[config.mk]
export PLATFORM = sky130hd
export DESIGN_NAME = tempsens_serial_reader
export DESIGN_NICKNAME = d
export VERILOG_FILES = /design/src/rtl/tempsens_serial_reader.sv
export SDC_FILE = /design/constraint.sdc
export NUM_CORES = 1
export LEC_CHECK = 0
export ABC_AREA = 0
export CAP_MARGIN = 25
export CORE_MARGIN = 4
export CORE_UTILIZATION = 58
export DETAILED_ROUTE_END_ITERATION = 10
export PLACE_DENSITY_LB_ADDON = 0.05
export SETUP_SLACK_MARGIN = 0.2
export SYNTH_ARGS = -nofsm -noshare
export SYNTH_HDL_FRONTEND = slang
export SYNTH_SLANG_ARGS = --single-unit
[constraint.sdc]
create_clock -name clk -period 2.2 [get_ports clk]
set_input_delay 0.44 -clock clk [delete_from_list [all_inputs] [get_ports clk]]
set_output_delay 0.44 -clock clk [all_outputs]
set_load 0.01 [all_outputs]
[src/rtl/tempsens_serial_reader.sv]
// rtl/tempsens_serial_reader.sv - serial temperature sensor reader: cs_n/sclk generation, MSB-first capture
module tempsens_serial_reader #(
    parameter int DIV_HALF = 135000,
    parameter int CNT_W    = 28,
    parameter int NBITS    = 16
) (
    input  logic             clk,
    input  logic             reset,
    input  logic             start,
    input  logic             sdata,
    output logic             sclk,
    output logic             cs_n,
    output logic [NBITS-1:0] temp_data,
    output logic             data_valid,
    output logic             busy
);
    localparam int BW = $clog2(NBITS + 1);

    typedef enum logic [2:0] {IDLE, SETUP, SHIFT, HOLD, DONE} state_t;

    state_t             state, state_nx;
    logic [CNT_W-1:0]   tick_cnt;
    logic [BW-1:0]      bit_cnt;
    logic [NBITS-1:0]   shift_reg;
    logic [1:0]         sync;
    logic               tick;
    logic               sclk_nx;
    logic               cs_n_nx;
    logic               capture;
    logic               load;

    assign tick = (state != IDLE) && (tick_cnt == CNT_W'(DIV_HALF));
    assign busy = (state != IDLE) || data_valid;

    always_ff @(posedge clk) begin
        if (reset) begin
            state <= IDLE;
        end else begin
            state <= state_nx;
        end
    end

    always_comb begin
        state_nx = state;
        sclk_nx  = sclk;
        cs_n_nx  = cs_n;
        capture  = 1'b0;
        load     = 1'b0;
        case (state)
            IDLE: begin
                if (start) begin
                    state_nx = SETUP;
                    cs_n_nx  = 1'b0;
                end
            end
            SETUP: begin
                // The setup tick doubles as the rising edge for the first (MSB) bit.
                if (tick) begin
                    state_nx = SHIFT;
                    sclk_nx  = 1'b1;
                    capture  = 1'b1;
                end
            end
            SHIFT: begin
                if (tick) begin
                    if (sclk) begin
                        sclk_nx = 1'b0;
                        if (bit_cnt == BW'(NBITS)) begin
                            state_nx = HOLD;
                        end
                    end else begin
                        sclk_nx = 1'b1;
                        capture = 1'b1;
                    end
                end
            end
            HOLD: begin
                if (tick) begin
                    state_nx = DONE;
                    cs_n_nx  = 1'b1;
                end
            end
            DONE: begin
                state_nx = IDLE;
                load     = 1'b1;
            end
            default: state_nx = IDLE;
        endcase
    end

    always_ff @(posedge clk) begin
        if (reset) begin
            sclk       <= 1'b0;
            cs_n       <= 1'b1;
            temp_data  <= '0;
            data_valid <= 1'b0;
            tick_cnt   <= '0;
            bit_cnt    <= '0;
            shift_reg  <= '0;
            sync       <= '0;
        end else begin
            sclk       <= sclk_nx;
            cs_n       <= cs_n_nx;
            data_valid <= load;
            sync       <= {sync[0], sdata};

            // Every phase is timed from its own entry, so the counter restarts on any state change.
            if (state == IDLE || state_nx != state || tick) begin
                tick_cnt <= '0;
            end else begin
                tick_cnt <= tick_cnt + CNT_W'(1);
            end

            if (state == IDLE) begin
                bit_cnt <= '0;
            end else if (capture) begin
                bit_cnt <= bit_cnt + BW'(1);
            end

            if (capture) begin
                shift_reg <= {shift_reg[NBITS-2:0], sync[1]};
            end

            if (load) begin
                temp_data <= shift_reg;
            end
        end
    end
endmodule
==> run metrics <==
sequential element share of the synthesized area=43.66%; Worst Path Max Fanout=18; CTS Hold Buffers Added=0; maximum vdd ir drop=0.5260 mV; RSZ-0062 raised after global routing=false; total placed cells including tap cells=452; initial core utilization=60.41%; final cell count without fillers=469; worst skew pair latency=0.35 ns; most repeated cell in the gate-level netlist after synthesis=dfxtp_1; EDFF count, synth=0; DR vias=2693; Critical R2R Capture=shift_reg[15]; R2R setup slack=0.33 ns; leakage power of the design=1.203 nW; number of primary I/O pins=24; Reg-to-Reg Start=tick_cnt[0]; startpoint type of the worst setup path=flip-flop; ratio of cells with drive above 1 in the final layout=9.572%; stage delay of the slowest cell on the critical path=0.36 ns; clock tree from TritonCTS=built; count of final max-slew check failures=0; peak clock frequency supported by timing=0.5351 GHz; total clock sinks=73; via count of the first global-routing pass=2572; maximum buffer depth of the clock tree=2; MaxCap Viol Count=0; Post-route DRC=0; Routed Antenna Nets=0; iteration count of the initial detailed-routing pass=4; sink of the worst hold path=sync[1]; Synthesis Warnings=0; leading cell types by total area after synthesis=dfxtp_1 (44%), mux2i_1 (6.3%), nand2_1 (5.7%); Area after DPL=3598 um2; root buffer cell=clkbuf_8; Worst-path clk slew=0.08 ns; worst max-slew margin expressed relative to the limit=59.44%; Worst-Margin Slew=0.6070 ns; Fin Clk Skew=0.007893 ns; DIE AREA=7050 um2; period utilisation layout=84.95%; gate count of the mapped netlist=370; maximum number of pins on one net before global-route repair=43; r2r worst-path depth=8; flop and latch count out of synthesis=73; start point of the worst hold path=sync[0]; flip-flop count of the largest register after layout=28; Avg Vias per Cell=5.742; initial antenna violation count=0; Yosys cell types=45; wire length of the first global-routing pass=11.87 mm; Final Hold Fails=0; Antenna Diode Count=0; final routed wire length divided by cell count=14.26 um; summed negative setup slack over all endpoints=0 ns; critical path class=flip-flop to flip-flop; leading post-synthesis cells by instance count=dfxtp_1 (73), nand2_1 (51), a21oi_1 (34); path category of the worst min-delay check=flip-flop to flip-flop; routability-driven placement congestion ratio=0.8553; mean instance size in the synthesized netlist=9.046 um2; fillers=435; number of buffers created by CTS=9; synthesized net count=378; height of the die=83.97 um; CORE AREA=5540 um2; HPWL reported at the end of detailed placement=4.553 mm; horizontal die dimension=83.97 um; total of buffers placed on input and output ports=23; multi-input combinational cell area=1735 um2; cell area after layout=3859 um2; power density over cell area=671.5 nW/um2; run status=finished, final reports clean; final net count=400; Cell Chain, Critical Path=inv_1 -> ha_1 -> nor4bb_2 -> nand4_1 -> buf_4 -> nor4_4 -> buf_12 -> mux2i_1; GRT Resource Usage Total=20.70%; required arrival time at the worst endpoint=2.47 ns; Primary FF master, synth=dfxtp_1; time the final worst path needs with I/O delays and setup=1.869 ns; crit path capture type=flip-flop; Worst path slowest cell=dfxtp_1; Std-Cell Rows=27; total detailed-routing wirelength=6.689 mm; dominant cell type by area after synthesis=dfxtp_1; critical path arrival=2.14 ns; total area of sequential cells=1461 um2; # setup viols final=0; area share of the largest cell type after synthesis=43.66%; combined area of all synthesized cells=3347 um2; leftover overflow at the end of global routing=0; level count of the clock H-tree=3; hold depth=1; proportion of register bits with asynchronous set or reset after synthesis=0%; count of routing violations after the opening detailed-route iteration=95; Synth-to-Final Area Change=15.29%
## metrics by stage
stage          setup WS, ns  utilization, %  total power [mW]  hold slack (ns)
5_1_grt              0.1859           69.65             2.697           0.4644
4_1_cts              0.2039           69.26             2.611           0.4570
2_1_floorplan        0.4670               -             1.407           0.4138
6_report             0.3311           69.65             2.591           0.4496
3_5_place_dp         0.2703           64.95             1.434           0.4378
3_3_place_gp         0.2929           64.95             1.434           0.4366
## placed cells by master, fill, tap and decap left out, drive strengths merged, types with 13 or more instances in the layout
cell type / Yosys / layout
or3: 13 / 13
nor2: 19 / 19
nand4: 14 / 14
mux2i: 21 / 21
clkdlybuf4s50: 0 / 22
nand2: 51 / 51
dfxtp: 73 / 73
nand2b: 19 / 19
a21oi: 35 / 35
## cell type report
| type | count | area share, % |
|---|---|---|
| Clock buffer | 10 | 3.567 |
| Clock inverter | 6 | 2.335 |
| Inverter | 9 | 0.8755 |
| Multi-Input combinational cell | 269 | 44.97 |
| Sequential cell | 73 | 37.87 |
| Tap cell | 72 | 2.335 |
| Timing Repair Buffer | 30 | 8.042 |
## kinds of logic after synthesis
logic type | Yosys count | synth area share (%)
compound gates | 56 | 9.645
xor+xnor | 12 | 3.140
fa+ha+maj | 4 | 1.495
buf+inv | 28 | 5.159
flops | 73 | 43.66
mux | 21 | 6.280
simple gates | 176 | 30.62
## report_power, final
part,internal (mW),total (mW),switching [mW]
clock,0.673,1.19,0.514
combinational,0.0323,0.0738,0.0415
sequential,1.33,1.33,0.00423
## per-layer routing
layer | share of wire (%) | track usage [%]
met3 | 3.9 | 4.146
met1 | 45 | 26.46
met2 | 48 | 32.54
met5 | 0 | 0
met4 | 2.5 | 11.55
## critical path: cells and delay by family (launching register included)
kind	cells	cell delay, ns
adders and majority gates	1	0.16
DFF	1	0.36
and+or+nand+nor	3	0.59
buffers and inverters	3	0.47
muxes	1	0.21
## worst max path at each step
stage | start | cells past startpoint | to
after floorplan | tick_cnt[0] | 8 | shift_reg[10]
after global placement | tick_cnt[0] | 7 | shift_reg[4]
after detailed placement | tick_cnt[0] | 7 | shift_reg[2]
after CTS | state[0] | 3 | busy
after global routing | tick_cnt[0] | 8 | shift_reg[15]
final | tick_cnt[0] | 8 | shift_reg[15]
## timing repair
item / CTS / global route
endpoints found under the setup margin: 1 / 23
setup buffers: 0 / 1
resized for setup: 2 / 3
endpoints found under the hold margin: 0 / 0
pin swaps: 0 / 2
(Power assumes the default switching activity.)
